<file path="config.mk">
export PLATFORM = sky130hd
export DESIGN_NAME = sha256_ctrl
export DESIGN_NICKNAME = d
export VERILOG_FILES = /design/src/rtl/sha256_pkg.sv /design/src/rtl/sha256_rx_packer.sv /design/src/rtl/sha256_ctrl.sv
export SDC_FILE = /design/constraint.sdc
export NUM_CORES = 1
export LEC_CHECK = 0
export CAP_MARGIN = 10
export CORE_MARGIN = 3
export CORE_UTILIZATION = 30
export CTS_CLUSTER_DIAMETER = 40
export CTS_CLUSTER_SIZE = 28
export DETAILED_ROUTE_END_ITERATION = 6
export DONT_BUFFER_PORTS = 1
export HOLD_SLACK_MARGIN = 0.03
export PLACE_DENSITY = 0.52
export SYNTH_ARGS = -nofsm -noshare
export SYNTH_HDL_FRONTEND = slang
export SYNTH_SLANG_ARGS = --single-unit
</file>
<file path="constraint.sdc">
create_clock -name i_clk -period 2.16 [get_ports i_clk]
set_clock_uncertainty 0.1 [all_clocks]
set_input_delay 0.216 -clock i_clk [delete_from_list [all_inputs] [get_ports i_clk]]
set_output_delay 0.216 -clock i_clk [all_outputs]
set_load 0.02 [all_outputs]
</file>
<file path="src/rtl/sha256_pkg.sv">
// Shared types and sizes for the SHA-256 UART sequencing controller.
// Latency: n/a (declarations only).
// Backpressure: n/a.
package sha256_pkg;

  typedef enum logic [1:0] {
    ST_RECV  = 2'd0,
    ST_START = 2'd1,
    ST_WAIT  = 2'd2,
    ST_SEND  = 2'd3
  } state_t;

  localparam int BLOCK_BYTES  = 64;
  localparam int BLOCK_WORDS  = 16;
  localparam int DIGEST_BYTES = 32;
  localparam int WORD_W       = 32;

endpackage

</file>
<file path="src/rtl/sha256_rx_packer.sv">
// Packs received bytes into big-endian 32-bit block words and owns the byte count and inter-byte timeout.
// Latency: a completed word is written one cycle after its fourth byte is accepted.
// Backpressure: none; bytes are taken only while i_en is high and ignored otherwise.
//
// Ports: i_clk/i_rst_n clock and async active-low reset; i_en high while the
// controller is in RECV; i_rx_valid/i_rx_byte incoming byte; o_bc current byte
// count; o_blk_we/o_blk_addr/o_blk_wdata block-buffer write; o_err_timeout
// one-cycle pulse when a partial block is discarded.
module sha256_rx_packer
  import sha256_pkg::*;
#(
  parameter int TIMEOUT_CLKS = 86800
) (
  input  logic              i_clk,
  input  logic              i_rst_n,
  input  logic              i_en,
  input  logic              i_rx_valid,
  input  logic [7:0]        i_rx_byte,
  output logic [5:0]        o_bc,
  output logic              o_blk_we,
  output logic [3:0]        o_blk_addr,
  output logic [WORD_W-1:0] o_blk_wdata,
  output logic              o_err_timeout
);

  localparam int TMO_W = $clog2(TIMEOUT_CLKS);

  logic [5:0]        r_bc;
  logic [TMO_W-1:0]  r_tmo;
  logic [WORD_W-1:0] r_word;
  logic [WORD_W-1:0] w_word;
  logic              w_take;
  logic              w_expire;

  assign w_take   = i_en && i_rx_valid;
  // A byte arriving on the expiry cycle takes priority over the timeout.
  assign w_expire = i_en && (r_bc != 6'd0) && (r_tmo == TMO_W'(TIMEOUT_CLKS - 1));
  assign o_bc     = r_bc;

  // Byte 0 of each word lands in the most significant lane.
  always_comb begin
    w_word = r_word;
    case (r_bc[1:0])
      2'd0:    w_word[31:24] = i_rx_byte;
      2'd1:    w_word[23:16] = i_rx_byte;
      2'd2:    w_word[15:8]  = i_rx_byte;
      default: w_word[7:0]   = i_rx_byte;
    endcase
  end

  always_ff @(posedge i_clk or negedge i_rst_n) begin
    if (!i_rst_n) begin
      r_bc          <= '0;
      r_tmo         <= '0;
      r_word        <= '0;
      o_blk_we      <= 1'b0;
      o_blk_addr    <= '0;
      o_blk_wdata   <= '0;
      o_err_timeout <= 1'b0;
    end else begin
      o_blk_we      <= 1'b0;
      o_err_timeout <= 1'b0;
      if (w_take) begin
        r_word <= w_word;
        r_bc   <= r_bc + 6'd1;  // wraps 63 -> 0 at the end of a block
        r_tmo  <= '0;
        if (r_bc[1:0] == 2'd3) begin
          o_blk_we    <= 1'b1;
          o_blk_addr  <= r_bc[5:2];
          o_blk_wdata <= w_word;
        end
      end else if (w_expire) begin
        // Partial word is never written; stale lanes get overwritten by the next block.
        r_bc          <= '0;
        r_tmo         <= '0;
        o_err_timeout <= 1'b1;
      end else if (i_en && (r_bc != 6'd0)) begin
        r_tmo <= r_tmo + 1'b1;
      end
    end
  end

endmodule

</file>
<file path="src/rtl/sha256_ctrl.sv">
// Sequences UART bytes into a SHA-256 block, starts the core, and streams the 32-byte digest back out.
// Latency: word 15 write at T+1, core_start at T+2 after the last byte; first TX byte one cycle after core_done.
// Backpressure: TX holds tx_valid/tx_data while tx_ready is low; RX bytes outside RECV are dropped with err_drop.
//
// Ports: i_clk/i_rst_n clock and async active-low reset; i_rx_valid/i_rx_byte
// UART RX byte; o_blk_we/o_blk_addr/o_blk_wdata block-buffer write; o_core_start,
// i_core_done/i_core_digest hash core handshake; o_tx_valid/i_tx_ready/o_tx_data
// UART TX byte; o_busy high in WAIT/SEND; o_err_drop, o_err_timeout error pulses.
module sha256_ctrl
  import sha256_pkg::*;
#(
  parameter int TIMEOUT_CLKS = 86800
) (
  input  logic              i_clk,
  input  logic              i_rst_n,
  input  logic              i_rx_valid,
  input  logic [7:0]        i_rx_byte,
  output logic              o_blk_we,
  output logic [3:0]        o_blk_addr,
  output logic [WORD_W-1:0] o_blk_wdata,
  output logic              o_core_start,
  input  logic              i_core_done,
  input  logic [255:0]      i_core_digest,
  output logic              o_tx_valid,
  input  logic              i_tx_ready,
  output logic [7:0]        o_tx_data,
  output logic              o_busy,
  output logic              o_err_drop,
  output logic              o_err_timeout
);

  state_t       r_state;
  logic [255:0] r_digest;
  logic [4:0]   r_dc;
  logic [5:0]   w_bc;
  logic         w_last;

  sha256_rx_packer #(
    .TIMEOUT_CLKS (TIMEOUT_CLKS)
  ) u_packer (
    .i_clk         (i_clk),
    .i_rst_n       (i_rst_n),
    .i_en          (r_state == ST_RECV),
    .i_rx_valid    (i_rx_valid),
    .i_rx_byte     (i_rx_byte),
    .o_bc          (w_bc),
    .o_blk_we      (o_blk_we),
    .o_blk_addr    (o_blk_addr),
    .o_blk_wdata   (o_blk_wdata),
    .o_err_timeout (o_err_timeout)
  );

  assign w_last = (r_state == ST_RECV) && i_rx_valid && (w_bc == 6'(BLOCK_BYTES - 1));

  always_ff @(posedge i_clk or negedge i_rst_n) begin
    if (!i_rst_n) begin
      r_state      <= ST_RECV;
      r_digest     <= '0;
      r_dc         <= '0;
      o_core_start <= 1'b0;
      o_tx_valid   <= 1'b0;
      o_tx_data    <= '0;
      o_busy       <= 1'b0;
      o_err_drop   <= 1'b0;
    end else begin
      o_core_start <= 1'b0;
      o_err_drop   <= i_rx_valid && (r_state != ST_RECV);
      case (r_state)
        ST_RECV: begin
          if (w_last) r_state <= ST_START;
        end
        // Word 15 is being written this cycle; start follows in the next one.
        ST_START: begin
          o_core_start <= 1'b1;
          o_busy       <= 1'b1;
          r_state      <= ST_WAIT;
        end
        ST_WAIT: begin
          if (i_core_done) begin
            r_digest   <= i_core_digest;
            r_dc       <= '0;
            o_tx_valid <= 1'b1;
            o_tx_data  <= i_core_digest[255:248];
            r_state    <= ST_SEND;
          end
        end
        ST_SEND: begin
          // tx_valid is always high here, so tx_ready alone marks a handshake.
          // The digest register shifts left so [247:240] is always the next byte.
          if (i_tx_ready) begin
            if (r_dc == 5'(DIGEST_BYTES - 1)) begin
              o_tx_valid <= 1'b0;
              o_busy     <= 1'b0;
              r_state    <= ST_RECV;
            end else begin
              r_dc      <= r_dc + 5'd1;
              o_tx_data <= r_digest[247:240];
              r_digest  <= r_digest << 8;
            end
          end
        end
        default: r_state <= ST_RECV;
      endcase
    end
  end

endmodule
</file>
==> results of run 1 <==
routing by layer:
layer / wire length (um) / part of all wire / track usage
met1: 21130 / 0.44 / 0.2085
met2: 22480 / 0.47 / 0.2596
met3: 3039 / 0.063 / 0.04652
met4: 1214 / 0.025 / 0.06102
met5: 0 / 0 / 0
logic make-up after synthesis:
kind of cell	after synthesis	share of synthesized area
adders and majority gates	13	0.009971
muxes	317	0.1972
xor gates and xnor gates	4	0.002148
DFF	360	0.5522
and+or+nand+nor	400	0.1023
buffers and inverters	108	0.02746
AOI/OAI and AO/OA	336	0.1087
worst min path at each step:
stage	from	to	slack, ps	depth (start not counted)
final	i_rst_n	r_digest[125]	-740	0
after floorplan	i_rst_n	o_busy	-180	0
after CTS	i_rst_n	r_digest[10]	-800	0
after global placement	i_rst_n	r_digest[119]	-160	0
after detailed placement	i_rst_n	r_digest[119]	-160	0
after global routing	i_rst_n	r_digest[119]	-770	0
worst register-to-register path, delay by kind of cell, from the launching register on:
| family | cells | cell delay (ps) |
|---|---|---|
| buf+inv | 2 | 300 |
| simple gates | 2 | 500 |
| flops | 1 | 410 |
| fa+ha+maj | 1 | 240 |
| mux | 1 | 390 |
power groups by stage:
| stage | combinational, W | clock [W] | sequential (W) |
|---|---|---|---|
| finish | 0.0110 | 0.0113 | 0.0118 |
| global route | 0.0123 | 0.0119 | 0.0122 |
| CTS | 0.0104 | 0.0116 | 0.0118 |
| detailed placement | 0.00991 | 0 | 0.0119 |
| global placement | 0.00964 | 0 | 0.0118 |
| floorplan | 0.00731 | 0 | 0.0112 |
flip-flops by register name, indices dropped and copies added, names as in the netlist, 2 cells and up:
register and flops:
r_state 2, u_packer.r_word 32, u_packer.r_tmo 17, r_dc 5
u_packer.o_bc 6, r_digest 248, u_packer.o_blk_addr 4, u_packer.o_blk_wdata 32
o_tx_data 8
cells in the final DEF, fill, tap and decap left out, types with 4 or more instances in the layout:
cell type and count:
o21ai_0 269, clkbuf_8 6, dlygate4sd3_1 268, and2_1 4, clkbuf_16 76, bufinv_16 11
clkinv_2 9, nor2_1 12, inv_1 4, inv_6 9, buf_16 5, nand2_1 331
dfrtp_1 360, and3_1 6, ha_1 10, nand4_1 6, buf_6 4, clkbuf_1 4
diode_2 5, clkinvlp_4 6, buf_12 15, a31oi_1 4, nand3_1 10, inv_8 6
o31ai_1 9, o21ai_1 29, mux2i_1 282, buf_4 36, a21oi_1 11, mux2_2 35
timing repair:
| action | CTS | global route |
|---|---|---|
| endpoints found under the setup margin | 0 | 202 |
| gates resized for setup | 0 | 48 |
| buffers inserted | 0 | 5 |
| endpoints found under the hold margin | 712 | 360 |
through the flow:
step             util  setup slack, ps  power [W]  cell area, um^2
2_1_floorplan       -           -26.97    0.01850            16340
3_3_place_gp   0.3284            98.05    0.02141            17460
3_5_place_dp   0.3284            65.98    0.02179            17460
4_1_cts        0.4249            17.70    0.03379            22600
5_1_grt        0.4303            2.734    0.03637            22890
6_report       0.4304            101.7    0.03413            22890
cell type report:
type	count	area [um^2]	share of cell area
Clock inverter	44	600.6	0.02624
Timing Repair Buffer	334	3586	0.1567
Sequential cell	360	9009	0.3936
Multi-Input combinational cell	1070	6944	0.3034
Antenna cell	5	12.51	0.0005467
Inverter	7	26.28	0.001148
Tap cell	688	860.8	0.03761
Clock buffer	80	1849	0.08080
==> results.py, run 1 <==
metrics = {
    "critical_path": {
        "path_max_fanout": 10,
        "crit_chain": "inv_1 > ha_1 > and2_1 > buf_4 > nand2_1 > mux2_2",
        "worst_path_dominant_cell_family": "simple AND/OR/NAND/NOR gates",
        "max_stage_delay_ps": 410,
        "crit_arrival_ps": 2400,
        "path_buf_inv": 2,
        "critical-path-slowest-cell": "dfrtp_1",
        "end_kind": "flop",
        "rr_startpoint": "r_state[1]",
        "worst-r2r-setup-slack_ps": 100,
        "cp_data_required_time_ps": 2500,
        "startpoint": "r_state[1]",
        "r2r_cells": 6,
        "crit_cells": 6,
        "r2r_end": "u_packer.r_word[20]",
        "critPathCapture": "u_packer.r_word[20]",
        "crit_type": "flop to flop",
        "start_kind": "flop",
    },
    "synthesis": {
        "yosysMostFrequentCell": "dfrtp_1",
        "yosys.area.top_type": "dfrtp_1",
        "ys_seq_area_frac": 0.5522,
        "synth_top_cell_area_share": 0.5522,
        "synth.cells.most_frequent": "360 x dfrtp_1, 334 x nand2_1, 297 x o21ai_0",
        "synth_edf_count": 0,
        "synthDistinctLibCells": 53,
        "async_flop_share": 1.000,
        "synth_fp_nets": 1820,
        "netlist_top_cells_area": "dfrtp_1 55%, mux2i_1 17%, o21ai_0 9.1%",
        "ys_seq_elements": 360,
        "syn_area_um2": 16310,
        "postSynthCellCount": 1538,
        "synth_ff_type": "dfrtp_1",
        "synth_warnings": 0,
        "syn_area_per_cell_um2": 10.61,
    },
    "detailed_routing": {
        "viasPerCell": 4.764,
        "route.antenna.remaining_nets": 0,
        "drc": 0,
        "vias": 12330,
        "drtIter0Drc": 635,
        "drt-total-wl_um": 47870,
        "first_pass_iters": 5,
        "detail_route.wl_per_cell_um": 18.50,
    },
    "floorplanning": {
        "core_area_um2": 53180,
        "ios": 319,
        "die_x_um": 239.2,
        "fp.dieH_um": 239.2,
        "dieArea_um2": 57210,
        "row_count": 84,
        "start_util": 0.3067,
    },
    "job": {
        "cap_violations": 0,
    },
    "finish": {
        "syn_to_final_growth_pct": 40.31,
        "fin_nets": 2123,
        "layout-drive-gt1-share": 0.1293,
        "fin_cells": 2588,
        "n_fill_cell": 4981,
    },
    "power": {
        "powerDensity_nw_per_um2": 1491,
        "power_leakage_nw": 10.06,
        "combPwrFrac": 0.322,
        "p_clk_frac": 0.332,
        "ir_worst_vdd_uv": 1055,
        "p_seq_frac": 0.346,
        "switchingPower_w": 0.01171,
        "power_switching_share": 0.3430,
        "p_int_w": 0.02242,
    },
    "sta": {
        "slew_violations": 146,
        "report.final.setup_viol": 0,
        "max_freq_ghz": 0.4858,
        "post-route-period-util": 0.9529,
        "fin_crit_ps": 2058,
        "hold_viol_final": 360,
        "tightest_slew_ps": 1957,
        "slew_headroom": -0.3049,
        "timing.hold.ws_ps": -740.9,
        "tns_ps": 0,
        "rsz0062_at_grt": "false",
    },
    "clock_network": {
        "htree_levels": 3,
        "cts.clk_slew.worst_paths_ps": 50,
        "clockBufferDepth": 3,
        "clock_sinks": 360,
        "postCtsHoldBufs": 268,
        "cts_root_buf": "clkbuf_16",
        "cts_tree": "done",
        "insertion_delay_ps": 580,
        "cts_buffers": 68,
    },
    "place": {
        "port_buffers": 0,
        "post-place-cells": 2181,
        "place_hpwl_um": 30360,
        "gp_congestion": 0.7637,
    },
    "global_route": {
        "grt_first_pass_wirelength_um": 72850,
        "track_usage": 0.1620,
        "grt_max_degree": 361,
        "antenna_found_initial": 5,
        "grt_pass1_vias": 12940,
        "overflow": 0,
    },
    "min_path": {
        "min_path_type": "input pin to asynchronous set/reset pin",
    },
    "run_status": {
        "status": "finished with violations",
        "failed_checks": "negative hold slack, max-slew violations",
    },
}
Note: power is estimated with default switching activity, not from simulation.
==> run 2: changes to the inputs <==
--- a/config.mk
+++ b/config.mk
@@ -16,4 +16,5 @@
 export PLACE_DENSITY = 0.52
 export SYNTH_ARGS = -nofsm -noshare
 export SYNTH_HDL_FRONTEND = slang
+export SYNTH_HIERARCHICAL = 1
 export SYNTH_SLANG_ARGS = --single-unit
==> run 2 against run 1 <==
Effect of this change: the flow finishes with violations (negative hold slack, negative setup slack); combinational power up 50%; count of clock-buffer cells in the layout up 9; register-to-register slack lost 230 ps; first-iteration DRC count is 36% lower; global-route usage decreased by 1.1 points; critical path depth increased by 3; non-clock buffer count up 24; setup slack got worse by 230 ps; sequential share of layout area shrank 4.1 points; routed wire length grew 4.2%; synthesized cell count is 17% lower; critical endpoint is now r_digest[245]; largest cell class unchanged.
==> results.py, run 2 <==
metrics = {
    "clock_network": {
        "postCtsHoldBufs": 268,
        "cts.clk_slew.worst_paths_ps": 50,
        "cts_tree": "done",
        "cts_root_buf": "clkbuf_16",
        "insertion_delay_ps": 600,
        "htree_levels": 3,
        "clockBufferDepth": 3,
        "cts_buffers": 73,
        "clock_sinks": 360,
    },
    "detailed_routing": {
        "drc": 0,
        "drtIter0Drc": 407,
        "vias": 11810,
        "highest_layer": "met5",
        "drt-total-wl_um": 49870,
        "first_pass_iters": 4,
        "route.antenna.remaining_nets": 0,
        "detail_route.wl_per_cell_um": 20.31,
        "dr_wl_met3_um": 3645,
        "routed-wl-met2_um": 24380,
        "m1WireLength_um": 20780,
        "viasPerCell": 4.810,
    },
    "power": {
        "ir_worst_vdd_uv": 788.0,
        "powerDensity_nw_per_um2": 1628,
        "p_total_w": 0.04159,
        "power_leakage_nw": 10.88,
    },
    "finish": {
        "largest_reg_flops": 248,
        "syn_to_final_growth_pct": 46.23,
        "fin_cells": 2455,
        "largestRegisters": "r_digest x248, u_packer/o_blk_wdata x32, u_packer/r_word x32",
        "regMostFlops": "r_digest",
        "layout.cells.most_common_list": "359 x dfrtp_1, 307 x mux2_2, 268 x dlygate4sd3_1",
        "fin_nets": 1913,
        "final_common_cell": "dfrtp_1",
        "layout-drive-gt1-share": 0.4282,
    },
    "synthesis": {
        "ys_seq_elements": 360,
        "synth_ff_type": "dfrtp_1",
        "async_flop_share": 1.000,
        "syn_area_um2": 17470,
        "yosys.area.top_type": "dfrtp_1",
        "syn_area_per_cell_um2": 13.69,
        "synth_warnings": 6,
        "postSynthCellCount": 1276,
        "synth.cells.most_frequent": "360 x dfrtp_1, 328 x mux2_2, 204 x mux2_1",
        "synthDistinctLibCells": 62,
        "synth_top_cell_area_share": 0.5155,
        "synth_fp_nets": 1557,
        "ys_seq_area_frac": 0.5155,
        "yosysMostFrequentCell": "dfrtp_1",
        "synth_edf_count": 0,
        "netlist_top_cells_area": "dfrtp_1 52%, mux2_2 21%, mux2_1 13%",
    },
    "floorplanning": {
        "die_x_um": 247.3,
        "start_util": 0.3064,
        "core_area_um2": 57040,
        "dieArea_um2": 61180,
        "fp.dieH_um": 247.3,
        "ios": 319,
        "row_count": 87,
    },
    "sta": {
        "hold_viol_final": 362,
        "timing.hold.ws_ps": -795.2,
        "max_freq_ghz": 0.4367,
        "rsz0062_at_grt": "true",
        "slew_headroom": 0.3898,
        "report.final.setup_viol": 234,
        "tightest_slew_ps": 912.3,
        "post-route-period-util": 1.060,
        "slew_violations": 0,
        "fin_crit_ps": 2290,
        "setup_ws_ps": -130.0,
    },
    "run_status": {
        "failed_checks": "negative hold slack, negative setup slack",
        "status": "finished with violations",
    },
    "global_route": {
        "grt_first_pass_wirelength_um": 72560,
        "grt_pass1_vias": 12890,
        "track_usage": 0.1509,
        "overflow": 0,
        "grt_max_degree": 361,
        "antenna_found_initial": 7,
    },
    "critical_path": {
        "worst-r2r-setup-slack_ps": -130,
        "rr_startpoint": "r_dc[0]",
        "r2r_cells": 9,
        "crit_arrival_ps": 2630,
        "crit_type": "flop to flop",
        "start_kind": "flop",
        "cp_data_required_time_ps": 2500,
        "path_max_fanout": 6,
        "end_kind": "flop",
        "r2r_end": "r_digest[245]",
    },
    "min_path": {
        "min_path_type": "input pin to asynchronous set/reset pin",
    },
    "place": {
        "place_hpwl_um": 30150,
        "gp_congestion": 0.7879,
        "post-place-cells": 2015,
        "post-place-ws_ps": -122.0,
        "port_buffers": 0,
    },
    "job": {
        "cap_violations": 0,
    },
}
==> run 2: cell count changes in the layout (fill, tap and decap cells not counted), moves of 25 or more <==
cell	previous run	this run
mux2_1	0	55
mux2_2	35	307
mux2_4	0	170
mux2i_1	282	33
nand2_1	331	59
o21ai_0	269	37
o21ai_1	29	4
==> run 2: logic make-up after synthesis <==
group | after synthesis | synth area share
AO/OA/AOI/OAI | 102 | 0.03988
adder cells (fa/ha/maj) | 12 | 0.008592
multiplexers | 565 | 0.3617
flip-flops | 360 | 0.5155
buffers and inverters | 92 | 0.02986
AND/OR/NAND/NOR | 145 | 0.04439
==> run 2: cell type report <==
cell class,instances,area [um^2]
Antenna cell,6,15.01
Clock buffer,89,1977
Clock inverter,47,770.7
Fill cell,5071,31490
Inverter,15,56.30
Multi-Input combinational cell,824,8693
Sequential cell,360,9010
Tap cell,756,945.9
Timing Repair Buffer,358,4085
==> run 2: power by group <==
group / total [W] / switching, W / internal (W)
registers: 0.0127 / 0.00260 / 0.0101
logic: 0.0165 / 0.00604 / 0.0104
clock network: 0.0124 / 0.00408 / 0.00833
total: 0.0416 / 0.0127 / 0.0289
==> run 2: what timing repair did <==
action / CTS / global route
pin swaps: 0 / 4
resized for setup: 36 / 183
gates cloned: 5 / 18
endpoints found under the setup margin: 246 / 280
buffers inserted: 5 / 6
hold endpoints to repair: 712 / 365
==> run 2: how the worst max path moves through the flow <==
stage / cells past startpoint / endpoint / start
detailed placement: 8 / o_tx_data[3] / r_dc[1]
floorplan: 8 / r_digest[159] / r_dc[1]
global placement: 8 / r_digest[194] / r_dc[1]
global route: 9 / r_digest[46] / r_dc[0]
CTS: 9 / r_digest[74] / r_dc[1]
finish: 9 / r_digest[245] / r_dc[0]
==> run 2: layer usage <==
| layer | GRT usage | vias up |
|---|---|---|
| li1 | - | 5424 |
| met1 | 0.1800 | 5964 |
| met2 | 0.2559 | 332 |
| met3 | 0.05261 | 84 |
| met4 | 0.04703 | 4 |
| met5 | 0 | - |
==> run 2: through the flow <==
step,instance area (um^2),TNS [ps],util
after floorplan,17540,-12.26,-
after global placement,18680,-16240,0.3275
after detailed placement,18680,-20860,0.3275
after CTS,24440,-27360,0.4285
after global routing,25550,-36190,0.4479
final,25550,-17210,0.4480
==> run 2: worst max-delay path, cell delays in order, from the launching register on <==
cell and delay [ps]:
dfrtp_1 380, ha_2 190, and3_4 180, ha_4 150
nand3b_4 160, a21oi_4 180, buf_6 150, clkbuf_16 190
clkbuf_16 170, mux2_4 300
==> run 3: changes to the inputs <==
--- a/config.mk
+++ b/config.mk
@@ -6,6 +6,7 @@
 export NUM_CORES = 1
 export LEC_CHECK = 0
 export CAP_MARGIN = 10
+export CORE_ASPECT_RATIO = 1.2
 export CORE_MARGIN = 3
 export CORE_UTILIZATION = 30
 export CTS_CLUSTER_DIAMETER = 40
==> run 3 against run 2 <==
Effect of this change: the flow still finishes with violations (negative hold slack, negative setup slack); global-route usage fell by 0.24 points; routed wire length down 1.2%; clock power decreased by 9%; maximum frequency down 0.49%; via count shrank 0.28%; critical endpoint is now o_tx_data[4]; largest cell class unchanged.
==> results.py, run 3 (synthesized netlist as in run 2, its figures left out) <==
metrics = {
    "run_status": {
        "status": "finished with violations",
        "failed_checks": "negative hold slack, negative setup slack",
    },
    "floorplanning": {
        "start_util": 0.3043,
        "core_area_um2": 57420,
        "ios": 319,
        "row_count": 96,
        "fp.dieH_um": 270.4,
        "dieArea_um2": 61190,
        "die_x_um": 226.3,
    },
    "place": {
        "gp_congestion": 0.8194,
        "post-place-ws_ps": -139.0,
        "port_buffers": 0,
        "post-place-cells": 2004,
        "place_hpwl_um": 30940,
    },
    "critical_path": {
        "cpMostUsedCell": "clkbuf_16",
        "crit_type": "flop to flop",
        "start_kind": "flop",
        "critical-path-slowest-cell": "dfrtp_1",
        "path_max_fanout": 7,
        "max_stage_delay_ps": 370,
        "startpoint": "r_dc[0]",
        "r2r_end": "o_tx_data[4]",
        "end_kind": "flop",
        "crit_chain": "ha_2 > and3_4 > ha_4 > nand3b_4 > a21oi_4 > buf_12 > clkbuf_16 > clkbuf_16 > mux2_1",
        "r2r_cells": 9,
        "cp_data_required_time_ps": 2500,
        "worst_path_dominant_cell_family": "buffers and inverters",
        "crit_arrival_ps": 2640,
        "worst-r2r-setup-slack_ps": -140,
        "rr_startpoint": "r_dc[0]",
        "path_buf_inv": 3,
    },
    "sta": {
        "hold_viol_final": 360,
        "fin_crit_ps": 2301,
        "timing.hold.ws_ps": -754.0,
        "setup_ws_ps": -141.3,
        "slew_violations": 0,
        "report.final.setup_viol": 248,
        "rsz0062_at_grt": "true",
        "max_freq_ghz": 0.4345,
        "slew_headroom": 0.4369,
        "post-route-period-util": 1.065,
        "tightest_slew_ps": 841.9,
        "tns_ps": -24910,
    },
    "finish": {
        "fin_util": 0.4351,
        "fin_cells": 2422,
        "regArea_um2": 9009,
        "layout-drive-gt1-share": 0.4052,
        "n_fill_cell": 5124,
        "largestRegisters": "r_digest x248, u_packer/o_blk_wdata x32, u_packer/r_word x32",
        "fin_nets": 1912,
        "syn_to_final_growth_pct": 42.98,
        "regMostFlops": "r_digest",
        "multi_input_area_um2": 8503,
        "largest_reg_flops": 248,
        "layout.cells.most_common_list": "360 x dfrtp_1, 318 x mux2_2, 268 x dlygate4sd3_1",
        "final_common_cell": "dfrtp_1",
    },
    "detailed_routing": {
        "drt-total-wl_um": 49250,
        "first_pass_iters": 7,
        "drtIter0Drc": 691,
        "route.antenna.remaining_nets": 0,
        "detail_route.wl_per_cell_um": 20.33,
        "vias": 11780,
        "viasPerCell": 4.862,
        "drc": 0,
    },
    "min_path": {
        "min_path_type": "input pin to asynchronous set/reset pin",
    },
    "power": {
        "powerDensity_nw_per_um2": 1590,
        "power_leakage_nw": 10.58,
        "ir_worst_vdd_uv": 762.7,
    },
    "global_route": {
        "grt_pass1_vias": 12600,
        "grt_first_pass_wirelength_um": 71760,
        "grt_max_degree": 361,
        "antenna_found_initial": 6,
        "overflow": 0,
        "track_usage": 0.1485,
    },
    "clock_network": {
        "htree_levels": 3,
        "cts_root_buf": "clkbuf_16",
        "clockBufferDepth": 3,
        "cts.clk_slew.worst_paths_ps": 50,
        "cts_tree": "done",
        "cts_buffers": 66,
        "clock_sinks": 360,
        "insertion_delay_ps": 580,
    },
    "job": {
        "cap_violations": 0,
    },
}
[run 3: layer usage]
metal  share of wire  up-vias  global-route usage  routed length [um]
met4           0.021        4             0.05121                1028
met2            0.49      344              0.2479               24010
met5         0.00055        -                   0                  27
li1                -     5424                   -                   -
met3           0.067       81             0.04544                3291
met1            0.42     5922              0.1815               20900
[run 3: worst max path at each step]
stage | slack (ps) | to | cells past startpoint
floorplan | -6 | r_digest[159] | 8
global placement | -110 | r_digest[53] | 8
detailed placement | -140 | r_digest[27] | 8
CTS | -150 | r_digest[27] | 8
global route | -190 | r_digest[19] | 9
finish | -140 | o_tx_data[4] | 9
[run 3: stage by stage]
step / power [W] / hold WS [ps] / cell area (um^2)
finish: 0.03972 / -754.0 / 24980
global route: 0.04182 / -797.4 / 24980
CTS: 0.03637 / -795.8 / 23880
detailed placement: 0.02428 / -170.4 / 18750
global placement: 0.02392 / -170.8 / 18750
floorplan: 0.02094 / -179.6 / 17540
[run 3: power breakdown]
group	switching, W	leakage (nW)	internal [W]
sequential	0.00260	4.31	0.0101
combinational	0.00594	5.11	0.00980
clock	0.00375	1.15	0.00751
[run 3: worst register-to-register path: stages (launching register included)]
cell and delay (ps):
dfrtp_1 370, ha_2 200, and3_4 190, ha_4 150, nand3b_4 160, a21oi_4 160, buf_12 160, clkbuf_16 200
clkbuf_16 180, mux2_1 320
[run 3: what timing repair did]
item / in CTS / in global routing
buffers inserted: 0 / 7
pin swaps: 0 / 4
gates resized for setup: 9 / 148
setup endpoints to repair: 262 / 311
hold endpoints to repair: 713 / 361
gates cloned: 0 / 19
hold buffers: 267 / 1
[run 3: area by class of cell]
type / count / share of cell area
antenna: 4 / 0.0004006
clock buffer: 79 / 0.07262
clock inverter: 41 / 0.02404
inverter: 15 / 0.002254
multi-input combinational: 824 / 0.3403
sequential: 360 / 0.3606
tap: 735 / 0.03681
timing repair buffer: 364 / 0.1630
